==> src/rtl/gfx256_pkg.sv <==
// Shared types and line geometry for the gfx256 read arbiter and its line buffer.
package gfx256_pkg;

    typedef enum logic [1:0] {
        IDLE = 2'd0,
        BUS  = 2'd1,
        DONE = 2'd2
    } rd_arb_state_e;

    typedef enum logic {
        CLIENT_Z   = 1'b0,
        CLIENT_TEX = 1'b1
    } rd_client_e;

    localparam int LINE_BYTES = 32;
    localparam int OFFS_W     = $clog2(LINE_BYTES);
    localparam int TAG_W      = 32 - OFFS_W;

endpackage

==> src/rtl/gfx256_line_buf.sv <==
// One-line read buffer: tag/valid/data register with lookup, fill, error drop and invalidate.
module gfx256_line_buf
    import gfx256_pkg::*;
#(
    parameter int   SW = 256,
    parameter logic EN = 1'b1
) (
    input  logic             clk_i,
    input  logic             rst_i,
    input  logic [TAG_W-1:0] lookup_tag_i,
    output logic             hit_o,
    output logic [SW-1:0]    line_o,
    input  logic             fill_i,
    input  logic [TAG_W-1:0] fill_tag_i,
    input  logic [SW-1:0]    fill_data_i,
    input  logic             drop_i,
    input  logic [TAG_W-1:0] drop_tag_i,
    input  logic             inv_i
);

    logic             valid_q, valid_d;
    logic [TAG_W-1:0] tag_q, tag_d;
    logic [SW-1:0]    data_q, data_d;

    always_comb begin
        valid_d = valid_q;
        tag_d   = tag_q;
        data_d  = data_q;
        if (fill_i) begin
            valid_d = 1'b1;
            tag_d   = fill_tag_i;
            data_d  = fill_data_i;
        end else if (drop_i && (tag_q == drop_tag_i)) begin
            valid_d = 1'b0;
        end
        // An invalidate always wins, even over a same-cycle fill.
        if (inv_i) begin
            valid_d = 1'b0;
        end
    end

    always_ff @(posedge clk_i) begin
        if (rst_i) begin
            valid_q <= 1'b0;
            tag_q   <= '0;
            data_q  <= '0;
        end else begin
            valid_q <= valid_d;
            tag_q   <= tag_d;
            data_q  <= data_d;
        end
    end

    assign hit_o  = EN && valid_q && (tag_q == lookup_tag_i);
    assign line_o = data_q;

endmodule

==> src/rtl/gfx256_wbm_read_arb.sv <==
// Round-robin read engine for the z and texture ports onto one 256-bit Wishbone classic bus.
module gfx256_wbm_read_arb
    import gfx256_pkg::*;
#(
    parameter int   SW          = 256,
    parameter logic LINE_BUF_EN = 1'b1
) (
    input  logic          clk_i,
    input  logic          rst_i,
    input  logic          z_request_i,
    input  logic [31:0]   z_addr_i,
    input  logic [31:0]   z_sel_i,
    output logic          z_ack_o,
    output logic [SW-1:0] z_data_o,
    input  logic          tex_request_i,
    input  logic [31:0]   tex_addr_i,
    input  logic [31:0]   tex_sel_i,
    output logic          tex_ack_o,
    output logic [SW-1:0] tex_data_o,
    input  logic          invalidate_i,
    output logic          busy_o,
    output logic          err_o,
    output logic          cyc_o,
    output logic          stb_o,
    output logic          we_o,
    output logic [31:0]   adr_o,
    output logic [31:0]   sel_o,
    input  logic [SW-1:0] dat_i,
    input  logic          ack_i,
    input  logic          err_i
);

    rd_arb_state_e    state_q, state_d;
    rd_client_e       last_grant_q, last_grant_d;
    rd_client_e       client_q, client_d;
    logic [TAG_W-1:0] tag_q, tag_d;
    logic [31:0]      sel_q, sel_d;
    logic             cyc_q, cyc_d;
    logic             z_ack_q, z_ack_d;
    logic             tex_ack_q, tex_ack_d;
    logic             err_q, err_d;
    logic             busy_q, busy_d;
    logic [SW-1:0]    z_data_q, z_data_d;
    logic [SW-1:0]    tex_data_q, tex_data_d;

    rd_client_e       grant;
    logic [TAG_W-1:0] grant_tag;
    logic [31:0]      grant_sel;
    logic             buf_hit;
    logic [SW-1:0]    buf_line;
    logic             fill;
    logic             drop;
    logic             unused_addr_bits;

    assign unused_addr_bits = ^{z_addr_i[OFFS_W-1:0], tex_addr_i[OFFS_W-1:0]};

    always_comb begin
        if (z_request_i && tex_request_i) begin
            grant = (last_grant_q == CLIENT_TEX) ? CLIENT_Z : CLIENT_TEX;
        end else if (tex_request_i) begin
            grant = CLIENT_TEX;
        end else begin
            grant = CLIENT_Z;
        end
        grant_tag = (grant == CLIENT_TEX) ? tex_addr_i[31:OFFS_W] : z_addr_i[31:OFFS_W];
        grant_sel = (grant == CLIENT_TEX) ? tex_sel_i : z_sel_i;
    end

    gfx256_line_buf #(
        .SW (SW),
        .EN (LINE_BUF_EN)
    ) u_line_buf (
        .clk_i        (clk_i),
        .rst_i        (rst_i),
        .lookup_tag_i (grant_tag),
        .hit_o        (buf_hit),
        .line_o       (buf_line),
        .fill_i       (fill),
        .fill_tag_i   (tag_q),
        .fill_data_i  (dat_i),
        .drop_i       (drop),
        .drop_tag_i   (tag_q),
        .inv_i        (invalidate_i)
    );

    always_comb begin
        state_d      = state_q;
        last_grant_d = last_grant_q;
        client_d     = client_q;
        tag_d        = tag_q;
        sel_d        = sel_q;
        cyc_d        = cyc_q;
        z_ack_d      = 1'b0;
        tex_ack_d    = 1'b0;
        err_d        = 1'b0;
        z_data_d     = z_data_q;
        tex_data_d   = tex_data_q;
        fill         = 1'b0;
        drop         = 1'b0;
        unique case (state_q)
            IDLE: begin
                if (z_request_i || tex_request_i) begin
                    client_d = grant;
                    tag_d    = grant_tag;
                    sel_d    = grant_sel;
                    // A same-cycle invalidate must turn a would-be hit into a miss.
                    if (buf_hit && !invalidate_i) begin
                        state_d = DONE;
                        if (grant == CLIENT_TEX) begin
                            tex_ack_d  = 1'b1;
                            tex_data_d = buf_line;
                        end else begin
                            z_ack_d  = 1'b1;
                            z_data_d = buf_line;
                        end
                    end else begin
                        cyc_d   = 1'b1;
                        state_d = BUS;
                    end
                end
            end
            BUS: begin
                if (err_i) begin
                    cyc_d   = 1'b0;
                    drop    = 1'b1;
                    err_d   = 1'b1;
                    state_d = DONE;
                    if (client_q == CLIENT_TEX) begin
                        tex_ack_d  = 1'b1;
                        tex_data_d = '0;
                    end else begin
                        z_ack_d  = 1'b1;
                        z_data_d = '0;
                    end
                end else if (ack_i) begin
                    cyc_d   = 1'b0;
                    fill    = 1'b1;
                    state_d = DONE;
                    if (client_q == CLIENT_TEX) begin
                        tex_ack_d  = 1'b1;
                        tex_data_d = dat_i;
                    end else begin
                        z_ack_d  = 1'b1;
                        z_data_d = dat_i;
                    end
                end
            end
            DONE: begin
                last_grant_d = client_q;
                state_d      = IDLE;
            end
            default: begin
                cyc_d   = 1'b0;
                state_d = IDLE;
            end
        endcase
        busy_d = (state_d != IDLE);
    end

    always_ff @(posedge clk_i) begin
        if (rst_i) begin
            state_q      <= IDLE;
            last_grant_q <= CLIENT_TEX;
            client_q     <= CLIENT_Z;
            tag_q        <= '0;
            sel_q        <= '0;
            cyc_q        <= 1'b0;
            z_ack_q      <= 1'b0;
            tex_ack_q    <= 1'b0;
            err_q        <= 1'b0;
            busy_q       <= 1'b0;
            z_data_q     <= '0;
            tex_data_q   <= '0;
        end else begin
            state_q      <= state_d;
            last_grant_q <= last_grant_d;
            client_q     <= client_d;
            tag_q        <= tag_d;
            sel_q        <= sel_d;
            cyc_q        <= cyc_d;
            z_ack_q      <= z_ack_d;
            tex_ack_q    <= tex_ack_d;
            err_q        <= err_d;
            busy_q       <= busy_d;
            z_data_q     <= z_data_d;
            tex_data_q   <= tex_data_d;
        end
    end

    assign z_ack_o    = z_ack_q;
    assign tex_ack_o  = tex_ack_q;
    assign z_data_o   = z_data_q;
    assign tex_data_o = tex_data_q;
    assign err_o      = err_q;
    assign busy_o     = busy_q;
    assign cyc_o      = cyc_q;
    assign stb_o      = cyc_q;
    assign we_o       = 1'b0;
    assign adr_o      = {tag_q, {OFFS_W{1'b0}}};
    assign sel_o      = sel_q;

endmodule

==> config.mk <==
export PLATFORM = sky130hd
export DESIGN_NAME = gfx256_wbm_read_arb
export DESIGN_NICKNAME = d
export VERILOG_FILES = /design/src/rtl/gfx256_pkg.sv /design/src/rtl/gfx256_line_buf.sv /design/src/rtl/gfx256_wbm_read_arb.sv
export SDC_FILE = /design/constraint.sdc
export NUM_CORES = 2
export LEC_CHECK = 0
export BUFFER_PORTS_ARGS = -buffer_cell sky130_fd_sc_hd__buf_2
export CORE_AREA = 8 8 368 370
export CTS_CLUSTER_DIAMETER = 60
export DETAILED_ROUTE_END_ITERATION = 10
export DIE_AREA = 0 0 376 378
export SLEW_MARGIN = 25
export SYNTH_ARGS = -nofsm -noshare
export SYNTH_HDL_FRONTEND = slang
export SYNTH_SLANG_ARGS = --single-unit
==> constraint.sdc <==
create_clock -name clk_i -period 4 [get_ports clk_i]
set_clock_uncertainty 0.15 [all_clocks]
set_input_delay 0.6 -clock clk_i [delete_from_list [all_inputs] [get_ports clk_i]]
set_output_delay 0.6 -clock clk_i [all_outputs]
set_load 0.01 [all_outputs]
; After elaboration in Yosys (flattened, before gate mapping)
; Index checks and enable logic that the tools add are counted.
[op_classes]
n_mux = 52
n_reduce_logical = 15
bitwise = 1
n_eq_ne = 12
[ops]
columns = operator, n
row1 = 256-bit two-way mux, 14
row2 = 256-bit one-hot mux with 2 select lines, 2
row3 = 27-bit equality test, 2
row4 = 32-bit two-way mux, 1
row5 = 27-bit two-way mux, 1
row6 = 1-bit two-way mux, 26
row7 = 2-bit != test (second input constant), 7
row8 = 6-bit AND reduction, 2
row9 = 2-bit two-way mux, 4
row10 = 2-bit nonzero test, 3
row11 = 1-bit logical AND, 4
row12 = 1-bit one-hot mux with 2 select lines, 2
row13 = 2-bit one-hot mux with 2 select lines, 1
row14 = 4-bit AND reduction, 1
row15 = 3-bit != test (second input constant), 1
row16 = 1-bit one-hot mux with 3 select lines, 1
row17 = 2-bit by 1-bit equality test with 1-bit output (second input constant), 1
row18 = 2-bit equality test (second input constant), 1
row19 = 2-bit logical NOT, 1
row20 = 2-bit AND reduction, 1
row21 = 2-bit OR reduction, 1
row22 = 1-bit logical NOT, 1
row23 = 1-bit logical OR, 1
row24 = 1-bit NOT, 1
[word_totals]
register_bits = 864
word_cells = 95
out_inout_bits = 583
in_bits = 391

; Longest topological paths before layout
[logic_depth]
depth_word = 10
depth_mapped = 13

; Hierarchy
; From an unflattened synthesis, not the netlist that was laid out.
[hier_totals]
cells_unflattened = 3903
hier_area_um2 = 39228.9
[by_module_without_submodules]
columns = module, cells_each, area_per_inst_um2, instances
row1 = gfx256_wbm_read_arb, 2914, 28757.6, 1
row2 = gfx256_line_buf, 989, 10471.3, 1

; Least setup slack after synthesis
; No wires, ideal clock.
[synth_path]
path_type = input to register
from = input tex_request_i
to = register tex_data_q[187], in the netlist tex_data_o[187]
slack_ns = 0.790
t_arrival_ns = 2.973
path_stages = 11
cell_sequence = a21boi_4 buf_6 mux2i_1 o22ai_1 nor4b_1 nand4_1 o31ai_4 nand2_1 clkbuf_1 buf_2 a221oi_2
[synth_between]
elab_chain_len = 8
word_cells_on_any_way = 12
[synth_lines]
columns = item, line_no
row1 = "start, declared", gfx256_wbm_read_arb.sv:15  ; input logic tex_request_i,
row2 = 1-bit two-way mux or 1-bit logical AND (tied branches), "gfx256_wbm_read_arb.sv:60, gfx256_wbm_read_arb.sv:58"
row3 = 1-bit two-way mux, gfx256_wbm_read_arb.sv:58  ; if (z_request_i && tex_request_i) begin
row4 = 27-bit two-way mux, gfx256_wbm_read_arb.sv:65  ; grant_tag = (grant == CLIENT_TEX) ? tex_addr_i[31:OFFS_W] : z_addr_i[31:OFFS_W];
row5 = 27-bit equality test, gfx256_line_buf.sv:54  ; assign hit_o = EN && valid_q && (tag_q == lookup_tag_i);
row6 = 1-bit logical AND, gfx256_line_buf.sv:54
row7 = 1-bit logical AND, gfx256_wbm_read_arb.sv:107  ; if (buf_hit && !invalidate_i) begin
row8 = 2-bit != test (no line), -
row9 = 6-bit AND reduction (no line) (*), -
row10 = "end signal, assigned", gfx256_wbm_read_arb.sv:186  ; tex_data_q <= tex_data_d;
row11 = "end, declared", gfx256_wbm_read_arb.sv:44  ; logic [SW-1:0] tex_data_q, tex_data_d;
; Mark *: on every way between the ends. The rest lies on a longest branch, timed or not.
; A chain may end at the register's enable or synchronous reset.

; Worst setup path after layout
[layout_path]
from = register last_grant_q
to = register tex_data_q[146], in the netlist tex_data_o[146]
[layout_between]
elab_chain_len = 8
word_cells_on_any_way = 9
[layout_lines]
columns = item, line_no
row1 = "start, declared", gfx256_wbm_read_arb.sv:34  ; rd_client_e last_grant_q, last_grant_d;
row2 = "start signal, assigned", gfx256_wbm_read_arb.sv:176  ; last_grant_q <= last_grant_d;
row3 = 1-bit two-way mux (*), gfx256_wbm_read_arb.sv:59  ; grant = (last_grant_q == CLIENT_TEX) ? CLIENT_Z : CLIENT_TEX;
row4 = 1-bit two-way mux (*), gfx256_wbm_read_arb.sv:58
row5 = 27-bit two-way mux, gfx256_wbm_read_arb.sv:65
row6 = 27-bit equality test, gfx256_line_buf.sv:54
row7 = 1-bit logical AND, gfx256_line_buf.sv:54
row8 = 1-bit logical AND, gfx256_wbm_read_arb.sv:107
row9 = 2-bit != test (no line), -
row10 = 6-bit AND reduction (no line) (*), -
; Marked as above.

==> key figures <==
Clock network
  – Num CTS Buffers: just over 100
  – CTS max path bufs: 3
  – Clock sinks: approximately 860
  – CTS resizes: 0
  – Clock Latency Late Sink: between 700 and 800 ps
  – Clk pin slew, worst setup/hold paths: roughly 60 ps
  – CTS tree: done
  – Root Driver: clkbuf_16
  – Setup Buffers After CTS: 0
  – H-tree level count: 3

STA
  – Final Setup Violations: 0
  – Final hold viol count: 0
  – Pins Over Slew Limit: 0
  – Fin crit period: about 3900 ps
  – Unrepaired setup endpoints after global routing: false
  – Slew @ Worst Pin: approximately 1100 ps
  – Max Clock Freq: roughly 260 MHz
  – Rel. slew slack: 0.249
  – Tcrit/Tclk final: 0.966
  – TNS Setup: 0 ps

Route
  – DRC: 0
  – Routed Antenna Nets: 0
  – Vias: between 30k and 40k
  – DR iter-0 viols: approximately 2.8k
  – Vias/cell: just over 5
  – Final wirelength: 153 mm
  – Wire length per cell: between 20 and 25 um
  – DRT Pass-1 Iters: 7

Synthesis
  – Top-count cell post-synth: dfxtp_1
  – EDFF count, synth: 0
  – Synth top area share: 0.480
  – Yosys warning count: 0
  – Dominant cells by area after synthesis: dfxtp_1, a21oi_1, nand2_1
  – Sequential fraction of the synthesis area: 0.480
  – Mapped Area: between 30000 and 40000 sq um
  – Yosys reg bits: roughly 860
  – Post-synth ARST share: 0
  – Avg Inst Size Synth: 8.81 sq um
  – Synth top cells by count: dfxtp_1, nand2_1, a21oi_1, clkbuf_1, a211oi_1
  – Post-Synthesis Cells: 4092
  – Yosys top cell by area: dfxtp_1
  – Top_reg_cell synth: dfxtp_1
  – Synth cell types: 52

Pwr
  – Power Dens Cells: between 400 and 500 nW/um^2
  – Leakage: between 15 and 20 nW
  – Max IR drop VDD: around 340 uV

Place
  – HPWL Detailed: between 100 and 150 mm
  – Placer Congestion: 0.898
  – Port Buf Inserts: roughly 960
  – Area after DPL: between 40000 and 50000 sq um

Floorplan
  – # IOs: approximately 970
  – Die H: 378 um
  – Rows: approximately 130
  – Die area: 142000 sq um
  – Chip width: 376 um
  – Initial Util: 0.277
  – Core Area: 130000 sq um

Finish
  – Fin area: 50800 sq um
  – Layout cells sized above 1: 0.272
  – Layout net count: around 5.7k
  – Area Growth Syn to Fin: 41.0%

GRT
  – All-Layer GR Usage: 0.202
  – Total global routing overflow: 0
  – Initial antenna violation count: 13
  – Global-route wire length before repair: 227 mm
  – Pin count of the biggest net entering global routing: between 100 and 150
  – Number of global-route vias before repair: about 36k

Run status
  – Status: completed

Setup path
  – Worst-path maximum fanout: 46
  – Worst Setup End Kind: register
  – Worst setup SP type: register
  – WP data arrival: approximately 4300 ps
  – Crit Path Class: register to register
  – WP data required: around 4400 ps

Hold path
  – Hold Crit Class: input pin to register

Job
  – Max-cap viol count: 0
==> cell families after synthesis <==
family          after synthesis  share of synthesized area
buf+inv                     690                     0.0767
xor+xnor                     43                     0.0104
compound gates             1427                      0.288
mux                          15                    0.00416
simple gates               1052                      0.141
other cells                   1                   0.000104
flops                       864                      0.480
==> critical path, stage by stage (launching register included) <==
cell	delay (ps)
dfxtp_1	430
a21boi_4	160
buf_12	180
buf_4	160
nor4_1	360
a32oi_1	100
a22oi_1	390
nand4_1	200
buf_4	200
o31ai_4	400
nand2_4	120
buf_12	220
buf_4	280
a221oi_2	220
==> path summary, 6_finish.rpt <==
| kind | startpoint | end | slack, ps | depth (start not counted) |
|---|---|---|---|---|
| min reg2reg | u_line_buf.line_o[1]$_SDFFE_PP0P_ | u_line_buf.line_o[1]$_SDFFE_PP0P_ | 300 | 2 |
| min | tex_sel_i[7] | sel_o[7]$_SDFFE_PP0P_ | 70 | 3 |
| max reg2reg | last_grant_q$_SDFFE_PP1N_ | tex_data_o[146]$_SDFFE_PP0P_ | 130 | 13 |
| max | last_grant_q$_SDFFE_PP1N_ | tex_data_o[146]$_SDFFE_PP0P_ | 130 | 13 |
==> layer usage <==
layer / track usage / vias to the layer above / routed length [um]
met5: 0 / - / 13
met4: 0.0618 / 2 / 4350
met3: 0.0523 / 210 / 12400
met2: 0.340 / 1461 / 72400
met1: 0.253 / 17700 / 64000
li1: - / 17000 / -
==> cell usage in the layout, fill, tap and decap left out, types with 12 or more instances in the layout <==
cell           instances
o21a_1               257
a221oi_1             158
a211oi_1             273
nor3b_1              256
nand2_1              660
nor2b_1               13
xnor2_1               37
a21oi_1              545
dlygate4sd3_1        344
buf_12                57
a221oi_2             100
clkbuf_8              21
inv_1                268
nor2_1                72
dfxtp_1              864
a311oi_1              44
nand2b_1              12
diode_2               12
buf_2                955
clkbuf_16            103
mux2i_1               15
clkbuf_1              24
buf_4                187
==> through the flow <==
| stage | hold WS, ps | std cells | util | setup slack (ps) | power, mW |
|---|---|---|---|---|---|
| floorplan | 287 | 4097 | - | 790 | 11.7 |
| global route | 67.1 | 7163 | 0.391 | 19.3 | 24.3 |
| detailed placement | 297 | 6631 | 0.337 | -64.0 | 13.7 |
| finish | 68.4 | 7170 | 0.391 | 135 | 23.4 |
| global placement | 292 | 6631 | 0.337 | 22.3 | 13.7 |
| CTS | 26.8 | 7158 | 0.390 | 195 | 23.6 |
==> sequential cells by signal, summed over array words and instances (netlist names), 2 cells and up <==
| register | count |
|---|---|
| tex_data_o | 256 |
| u_line_buf.line_o | 256 |
| z_data_o | 256 |
| sel_o | 32 |
| tag_q | 27 |
| u_line_buf.tag_q | 27 |
| state_q | 2 |
==> area by class of cell <==
type                    instances  area, sq um
diodes                         12         30.0
clock buffers                 148         2960
clock inverters                35          490
fillers                     13000        79300
inverters                     268         1010
multi-input cells            2543        16100
flip-flops and latches        864        17300
well taps                    1755         2200
repair buffers               1545        10800
==> power by group <==
group          switching (mW)  internal [mW]  leakage (nW)
Combinational            2.66           1.75          11.3
Sequential              0.344           9.13          7.03
Clock                    3.95           5.56          1.67
Total                    6.96           16.4          20.0
==> repair_timing <==
item	CTS	global route
hold buffers	344	0
endpoints found under the setup margin	0	0
endpoints found under the hold margin	301	0
Note: power is estimated with default switching activity, not from simulation.
